**config.mk**
```make
export PLATFORM = sky130hd
export DESIGN_NAME = game_referee_flat
export DESIGN_NICKNAME = d
export VERILOG_FILES = /design/src/rtl/game_referee_if.sv /design/src/rtl/game_referee.sv /design/src/flat_wrapper.sv
export SDC_FILE = /design/constraint.sdc
export NUM_CORES = 1
export LEC_CHECK = 0
export BUFFER_PORTS_ARGS = -buffer_cell sky130_fd_sc_hd__buf_2
export CAP_MARGIN = 20
export CORE_MARGIN = 2
export CORE_UTILIZATION = 60
export DETAILED_ROUTE_END_ITERATION = 7
export PLACE_DENSITY = 0.89
export SLEW_MARGIN = 20
export SYNTH_ARGS = -nofsm -noshare
export SYNTH_HDL_FRONTEND = slang
export SYNTH_SLANG_ARGS = --single-unit
export TNS_END_PERCENT = 10
```
**constraint.sdc**
```tcl
create_clock -name clk -period 6.9 [get_ports clk]
set_input_delay 0.345 -clock clk [delete_from_list [all_inputs] [get_ports clk]]
set_output_delay 0.345 -clock clk [all_outputs]
set_load 0.005 [all_outputs]
```
**src/rtl/game_referee_if.sv**
```systemverilog
// game_referee_if
//   Bundles the referee's inputs (round control, frame strobe, sprite
//   positions) and its result outputs.
//   master : the game-logic side that drives start/vblnk/positions and
//            consumes gameover/playing/time_left.
//   slave  : the referee itself.
//   Signals:
//     start             level, begin/restart a round
//     vblnk             vertical blank, rising edge = frame tick
//     tom_x, tom_y      Tom top-left corner, unsigned pixels
//     jerry_x, jerry_y  Jerry top-left corner, unsigned pixels
//     gameover          00 running/idle, 01 caught, 10 time expired
//     playing           high while a round is in progress
//     time_left         remaining whole seconds
interface game_referee_if;
    logic        start;
    logic        vblnk;
    logic [11:0] tom_x;
    logic [11:0] tom_y;
    logic [11:0] jerry_x;
    logic [11:0] jerry_y;
    logic [1:0]  gameover;
    logic        playing;
    logic [7:0]  time_left;

    modport master (
        output start, vblnk, tom_x, tom_y, jerry_x, jerry_y,
        input  gameover, playing, time_left
    );

    modport slave (
        input  start, vblnk, tom_x, tom_y, jerry_x, jerry_y,
        output gameover, playing, time_left
    );
endinterface

```
**src/rtl/game_referee.sv**
```systemverilog
// game_referee
//   Round referee for the Tom & Jerry game. Once per video frame (rising
//   edge of vblnk) it checks whether the two sprite bounding boxes overlap
//   and advances the round countdown. A catch is confirmed after
//   CATCH_FRAMES consecutive overlapping frames; the round times out when
//   the countdown reaches zero. The result is held until start or rst.
//   Ports:
//     clk  pixel clock
//     rst  synchronous active-high reset
//     bus  game_referee_if.slave (start, vblnk, positions in;
//          gameover, playing, time_left out, all registered)
module game_referee #(
    parameter int FPS           = 60,
    parameter int ROUND_SECONDS = 90,
    parameter int TOM_W         = 64,
    parameter int TOM_H         = 64,
    parameter int JERRY_W       = 32,
    parameter int JERRY_H       = 32,
    parameter int CATCH_FRAMES  = 3
) (
    input  logic          clk,
    input  logic          rst,
    game_referee_if.slave bus
);

    localparam int FW = (FPS > 1) ? $clog2(FPS) : 1;

    localparam logic [FW-1:0] FRAME_LAST  = FW'(FPS - 1);
    localparam logic [7:0]    TIME_INIT   = 8'(ROUND_SECONDS);
    localparam logic [3:0]    CATCH_MAX   = 4'(CATCH_FRAMES);
    localparam logic [3:0]    CATCH_LAST  = 4'(CATCH_FRAMES - 1);

    localparam logic [1:0] GO_NONE  = 2'b00;
    localparam logic [1:0] GO_CATCH = 2'b01;
    localparam logic [1:0] GO_TIME  = 2'b10;

    typedef enum logic [1:0] {
        IDLE = 2'b00,
        PLAY = 2'b01,
        OVER = 2'b10
    } state_t;

    state_t        state_q, state_d;
    logic [1:0]    gameover_q, gameover_d;
    logic          playing_q, playing_d;
    logic [7:0]    time_left_q, time_left_d;
    logic [FW-1:0] frame_cnt_q, frame_cnt_d;
    logic [3:0]    catch_cnt_q, catch_cnt_d;
    logic          vblnk_prev_q;

    logic tick;
    logic overlap;
    logic wrap;
    logic catch_hit;
    logic time_hit;

    assign tick = bus.vblnk & ~vblnk_prev_q;

    // One extra bit on every sum so a sprite near x/y = 4095 cannot wrap
    // around and fake an overlap. Strict compares: shared edges don't count.
    always_comb begin
        overlap = ({1'b0, bus.tom_x}   < ({1'b0, bus.jerry_x} + 13'(JERRY_W))) &&
                  ({1'b0, bus.jerry_x} < ({1'b0, bus.tom_x}   + 13'(TOM_W)))   &&
                  ({1'b0, bus.tom_y}   < ({1'b0, bus.jerry_y} + 13'(JERRY_H))) &&
                  ({1'b0, bus.jerry_y} < ({1'b0, bus.tom_y}   + 13'(TOM_H)));
    end

    assign wrap      = (frame_cnt_q == FRAME_LAST);
    assign catch_hit = overlap && (catch_cnt_q == CATCH_LAST);
    assign time_hit  = wrap && (time_left_q == 8'd1);

    always_ff @(posedge clk) begin
        if (rst) begin
            state_q      <= IDLE;
            gameover_q   <= GO_NONE;
            playing_q    <= 1'b0;
            time_left_q  <= TIME_INIT;
            frame_cnt_q  <= '0;
            catch_cnt_q  <= '0;
            vblnk_prev_q <= 1'b0;
        end else begin
            state_q      <= state_d;
            gameover_q   <= gameover_d;
            playing_q    <= playing_d;
            time_left_q  <= time_left_d;
            frame_cnt_q  <= frame_cnt_d;
            catch_cnt_q  <= catch_cnt_d;
            vblnk_prev_q <= bus.vblnk;
        end
    end

    always_comb begin
        state_d     = state_q;
        gameover_d  = gameover_q;
        playing_d   = playing_q;
        time_left_d = time_left_q;
        frame_cnt_d = frame_cnt_q;
        catch_cnt_d = catch_cnt_q;

        unique case (state_q)
            IDLE, OVER: begin
                // Restart from OVER is identical to a fresh start from IDLE.
                if (bus.start) begin
                    state_d     = PLAY;
                    gameover_d  = GO_NONE;
                    playing_d   = 1'b1;
                    time_left_d = TIME_INIT;
                    frame_cnt_d = '0;
                    catch_cnt_d = '0;
                end
            end

            PLAY: begin
                if (tick) begin
                    if (!overlap) begin
                        catch_cnt_d = '0;
                    end else if (catch_cnt_q != CATCH_MAX) begin
                        catch_cnt_d = catch_cnt_q + 4'd1;
                    end

                    if (wrap) begin
                        frame_cnt_d = '0;
                        time_left_d = time_left_q - 8'd1;
                    end else begin
                        frame_cnt_d = frame_cnt_q + FW'(1);
                    end

                    // A catch on the expiry tick still wins; time_left has
                    // already been decremented to 0 above in that case.
                    if (catch_hit) begin
                        state_d    = OVER;
                        gameover_d = GO_CATCH;
                        playing_d  = 1'b0;
                    end else if (time_hit) begin
                        state_d     = OVER;
                        gameover_d  = GO_TIME;
                        playing_d   = 1'b0;
                        time_left_d = 8'd0;
                    end
                end
            end

            default: begin
                state_d = IDLE;
            end
        endcase
    end

    assign bus.gameover  = gameover_q;
    assign bus.playing   = playing_q;
    assign bus.time_left = time_left_q;

endmodule
```
**src/flat_wrapper.sv**
```systemverilog
// flat-port wrapper written by rule: the top's interface ports become plain ports
module game_referee_flat 
#(
    parameter int FPS           = 60,
    parameter int ROUND_SECONDS = 90,
    parameter int TOM_W         = 64,
    parameter int TOM_H         = 64,
    parameter int JERRY_W       = 32,
    parameter int JERRY_H       = 32,
    parameter int CATCH_FRAMES  = 3
)
  (clk, rst, bus_start, bus_vblnk, bus_tom_x, bus_tom_y, bus_jerry_x, bus_jerry_y, bus_gameover, bus_playing, bus_time_left);
  game_referee_if bus_i ();
  input  logic clk;
  input  logic rst;
  input wire logic [$bits(bus_i.start)-1:0] bus_start;
  input wire logic [$bits(bus_i.vblnk)-1:0] bus_vblnk;
  input wire logic [$bits(bus_i.tom_x)-1:0] bus_tom_x;
  input wire logic [$bits(bus_i.tom_y)-1:0] bus_tom_y;
  input wire logic [$bits(bus_i.jerry_x)-1:0] bus_jerry_x;
  input wire logic [$bits(bus_i.jerry_y)-1:0] bus_jerry_y;
  output wire logic [$bits(bus_i.gameover)-1:0] bus_gameover;
  output wire logic [$bits(bus_i.playing)-1:0] bus_playing;
  output wire logic [$bits(bus_i.time_left)-1:0] bus_time_left;
  assign bus_i.start = bus_start;
  assign bus_i.vblnk = bus_vblnk;
  assign bus_i.tom_x = bus_tom_x;
  assign bus_i.tom_y = bus_tom_y;
  assign bus_i.jerry_x = bus_jerry_x;
  assign bus_i.jerry_y = bus_jerry_y;
  assign bus_gameover = bus_i.gameover;
  assign bus_playing = bus_i.playing;
  assign bus_time_left = bus_i.time_left;
  game_referee #(.FPS(FPS), .ROUND_SECONDS(ROUND_SECONDS), .TOM_W(TOM_W), .TOM_H(TOM_H), .JERRY_W(JERRY_W), .JERRY_H(JERRY_H), .CATCH_FRAMES(CATCH_FRAMES)) u_core (.clk(clk), .rst(rst), .bus(bus_i));
endmodule
```
==> Word level (Yosys, flattened, before mapping) <==
Cells that the tools add are included.
{ "classes": {"n_addsub": 7, "order_cmp": 4, "eq_ne": 10, "muxes": 29, "n_bitwise": 2, "reduce_logical": 12} }
{ "ops": {"columns": ["op", "n"], "rows": [
  ["12-bit by 13-bit less-than comparator with 1-bit output", 4],
  ["8-bit 2-to-1 mux", 5],
  ["12-bit by 6-bit adder with 13-bit output, second input constant", 2],
  ["12-bit by 7-bit adder with 13-bit output, second input constant", 2],
  ["6-bit 2-to-1 mux", 3],
  ["4-bit 2-to-1 mux", 4],
  ["8-bit case mux with 2 select lines", 1],
  ["2-bit 2-to-1 mux", 7],
  ["6-bit case mux with 2 select lines", 1],
  ["8-bit by 1-bit equality test with 1-bit output, second input constant", 1],
  ["2-bit case mux with 2 select lines", 2],
  ["4-bit case mux with 2 select lines", 1],
  ["4-bit AND reduction", 2],
  ["8-bit by 1-bit subtractor with 8-bit output, second input constant", 1],
  ["6-bit by 1-bit adder with 6-bit output, second input constant", 1],
  ["6-bit equality test, second input constant", 1],
  ["3-bit AND reduction", 2],
  ["1-bit logical AND", 5],
  ["4-bit by 1-bit adder with 4-bit output, second input constant", 1],
  ["4-bit by 2-bit equality test with 1-bit output, second input constant", 1],
  ["1-bit 2-to-1 mux", 4],
  ["4-bit by 2-bit inequality test with 1-bit output, second input constant", 1],
  ["3-bit by 1-bit inequality test with 1-bit output, second input constant", 1],
  ["3-bit inequality test, second input constant", 1],
  ["other kinds (10)", 10]
]} }
{ "totals": {"regBits": 24, "input_bits": 52, "output_inout_bits": 11, "elab_cells": 71} }

==> Logic depth before layout (Yosys ltp) <==
{ "logic_depth": {"word_depth": 9, "depth_mapped": 11, "mapped_depth_nobuf": 11} }

==> Worst setup path after synthesis <==
Ideal clock, no wire load.
{ "synth_timing": {"path_type": "input to register", "start": "input port bus_tom_y[6]", "end": "register u_core.time_left_q[1], in the netlist u_core.bus.time_left[1]", "setup_ns": 0.093, "arrival_time_ns": 2.420, "required_time_ns": 6.807, "slack_ns": 4.387, "cell_stages": 11, "path_buffers": 0, "cell_sequence": "ha_1 nand3_2 xor2_1 ha_1 and3_1 o21ai_1 a21oi_1 a221oi_4 nand4_4 o41a_1 o311ai_2"} }
{ "synth_between": {"elab_chain_cells": 7, "elab_cells_between_ends": 9, "classes_between": "add/sub: 1; order compare: 2; mux: 3; reduce/logical: 3"} }
{ "synth_rtl": {"columns": ["item", "line", "rtl"], "rows": [
  ["start, declared", "flat_wrapper.sv:19", "input wire logic [$bits(bus_i.tom_y)-1:0] bus_tom_y;"],
  ["12-bit by 7-bit adder with 13-bit output or 12-bit by 13-bit less-than comparator with 1-bit output (tied branches)", "game_referee.sv:65, game_referee.sv:64", null],
  ["12-bit by 13-bit less-than comparator with 1-bit output or 1-bit logical AND (tied branches)", "game_referee.sv:65, game_referee.sv:63", null],
  ["1-bit logical AND *", "game_referee.sv:64", "({1'b0, bus.tom_y} < ({1'b0, bus.jerry_y} + 13'(JERRY_H))) &&"],
  ["1-bit logical AND *", "game_referee.sv:69", "assign catch_hit = overlap && (catch_cnt_q == CATCH_LAST);"],
  ["8-bit 2-to-1 mux *", "game_referee.sv:130", "if (catch_hit) begin"],
  ["8-bit 2-to-1 mux *", "game_referee.sv:114", "if (tick) begin"],
  ["8-bit case mux with 2 select lines *", "game_referee.sv:100", "unique case (state_q)"],
  ["end signal, assigned", "game_referee.sv:85", "time_left_q <= time_left_d;"],
  ["end, declared", "game_referee.sv:46", "logic [7:0] time_left_q, time_left_d;"]
]} }
Every way passes the cells marked *; elsewhere a longest branch is shown, timed or not. The select of a mux whose other input is x is not followed.
A chain may end at the register's enable or synchronous reset.

==> Worst setup path in the final report <==
Ends and elaborated chain as after synthesis.

==> out/metrics.yaml <==
status: "complete, no violations"
cts.path.max_buffers: 2
fin_worst_skew_ns: 0.00771
rsz0062_at_grt: "false"
yosysSeqAreaShare_pct: 17.4
synth_top_cell_by_area: "ha_1"
cts_hold_buf: 0
track_usage_pct: 27.1
syn2layout_area_growth_pct: 15.5
crit_arrival_ns: 2.78
cts_root_buf: "clkbuf_8"
finalHoldViolCount: 0
post_cts_buffers: 0
dr.pass1.iters: 6
antenna_left: 0
cellPowerDensity_nw_per_um2: 128
place_congestion: 0.841
final_cells: 450
grt_max_degree: 26
timing.rr.end: "u_core.bus.time_left[5]"
ctsResizeCount: 0
drive_above_1_share_pct: 20.9
tns_ns: 0
cts_made_buffers: 3
drc_errors: 0
maxCapViolCount: 0
fin_crit_ns: 2.59
worst_pin_slew_ns: 0.643
syn_area_per_cell_um2: 8.19
final_cell_mix: "buf_2, ha_1, a21oi_1, inv_1, nand3_1"
hp-start: "bus_vblnk"
clk_pin_slew_ns: 0.09
wl_per_cell_um: 15.1
htree_levels: 1
place_hpwl_um: 5410
synthArstFlopShare_pct: 0
synthesis.area_um2: 2760
cp_common_cell: "ha_1"
synthTopCellsByArea: "ha_1, dfxtp_1, xor2_1"
cp_top_family: "compound AO/OA/AOI/OAI gates"
first_global_vias: 2783
regArea_um2: 480
fp.dieH_um: 71.8
die_w_um: 71.8
multi_input_area_um2: 2170
post-place-cells: 446
dominantRegCellSynth: "dfxtp_1"
grt_pass1_wl_um: 11500
detailroute.via_count: 2805
synth_cell_type_count: 60
fmax_mhz: 386
cp_data_required_time_ns: 7.09
die_area_um2: 5160
crit_type: "in -> reg"
drtIter0Drc: 174
syn-instance-count: 337
critPathBufInv: 1
fill_cells: 339
min_period_over_period_pct: 37.5
min_path_type: "in -> reg"
final-setup-viol-count: 0
layout.nets: 504
synth_top_area_share_pct: 24.0
relSlewSlack_pct: 56.8
grt_antenna_before_repair: 0
std_cell_rows: 24
crit_slowest_cell: "o41a_1"
cts_tree: "built"
synth_edf_count: 0
path_cells: "buf_2, ha_1, nand3_2, xor2_1, ha_1, and3_1, o21ai_1, nor2_1, a21oi_1, nand4_4, o41a_1, o311ai_2"
syn_nets: 442
cts_sinks: 24
startpoint_type: "primary input"
min_path_cells: 2
start_util_pct: 63.0
viasPerCell: 6.23
reg2regPathDepth: 7
critical-path-max-stage-delay_ns: 0.47
maxSlewViolCount: 0
mostFrequentLayoutCell: "buf_2"
port_buffers: 62
gr-total-overflow: 0
core_region_area_um2: 4380
io_pins: 63
worstReg2RegStart: "u_core.frame_cnt_q[0]"
yosys_warnings: 0
routed_wl_um: 6780
ir_drop_mv: 0.0790
crit_fanout: 8
end_kind: "register"
hold_end: "u_core.vblnk_prev_q"
r2r_slack_ns: 4.58
synth.ff_latch_count: 24
p_leak_nw: 1.46
worstSkewPairLatency_ns: 0.28
diodes: 0
state kept, by name (all words and copies together), names as in the netlist:
name	flops
u_core.vblnk_prev_q	1
u_core.bus.gameover	2
u_core.frame_cnt_q	6
u_core.state_q	2
u_core.bus.time_left	8
u_core.bus.playing	1
u_core.catch_cnt_q	4
where the power goes:
group	switching, W	internal, W	leakage (nW)
Sequential	0.00000247	0.000141	0.195
Clock	0.0000491	0.0000777	0.0357
Combinational	0.0000804	0.0000581	1.23
Total	0.000132	0.000277	1.46
routing by layer:
metal | vias to the layer above | wire [um] | part of all wire (%) | GRT usage, %
li1 | 1372 | - | - | -
met1 | 1290 | 2850 | 42 | 31.4
met2 | 120 | 3290 | 49 | 48.5
met3 | 23 | 437 | 6.5 | 4.78
met4 | 0 | 196 | 2.9 | 11.9
met5 | - | 0 | 0 | 0
cell type report:
type | instances | share of cell area, %
Multi-Input combinational cell | 283 | 68.0
Tap cell | 52 | 2.04
Inverter | 25 | 2.94
Sequential cell | 24 | 15.1
Clock buffer | 3 | 1.30
Clock inverter | 1 | 0.942
Timing Repair Buffer | 62 | 9.73
per-stage QoR:
stage | total power, W | area (um2) | setup slack (ns) | utilization, % | hold WS (ns)
after floorplan | 0.000236 | 2760 | 4.39 | - | 0.447
after global placement | 0.000277 | 3120 | 4.13 | 71.1 | 0.460
after detailed placement | 0.000283 | 3120 | 4.03 | 71.1 | 0.480
after CTS | 0.000408 | 3190 | 4.32 | 72.7 | 0.294
after global routing | 0.000431 | 3190 | 4.13 | 72.7 | 0.338
final | 0.000409 | 3190 | 4.31 | 72.7 | 0.293
cells by family after synthesis:
kind of cell    Yosys count  share of synthesized area, %
compound gates           82                          21.0
xor+xnor                 23                          7.30
fa+ha+maj                53                          24.0
buf+inv                  30                          4.08
flops                    24                          17.4
mux                       1                         0.363
simple gates            124                          25.8
synthesized netlist by cell type, types with 9 or more instances:
cell,instances
a21oi_1,26
and3_1,9
dfxtp_1,24
ha_1,53
inv_1,25
nand2_1,17
nand3_1,25
nor2_1,23
o21ai_0,9
xor2_1,16
how the worst max path moves through the flow:
stage,to,from,slack (ns),depth (start not counted)
2_1_floorplan,u_core.bus.time_left[1],bus_tom_y[6],4.39,11
3_3_place_gp,u_core.bus.time_left[1],bus_tom_y[6],4.13,12
3_5_place_dp,u_core.bus.time_left[1],bus_tom_y[6],4.03,12
4_1_cts,u_core.bus.time_left[1],bus_tom_y[6],4.32,12
5_1_grt,u_core.bus.time_left[1],bus_tom_y[6],4.13,12
6_report,u_core.bus.time_left[1],bus_tom_y[6],4.31,12
No activity file was read; power rests on OpenSTA's default activity.
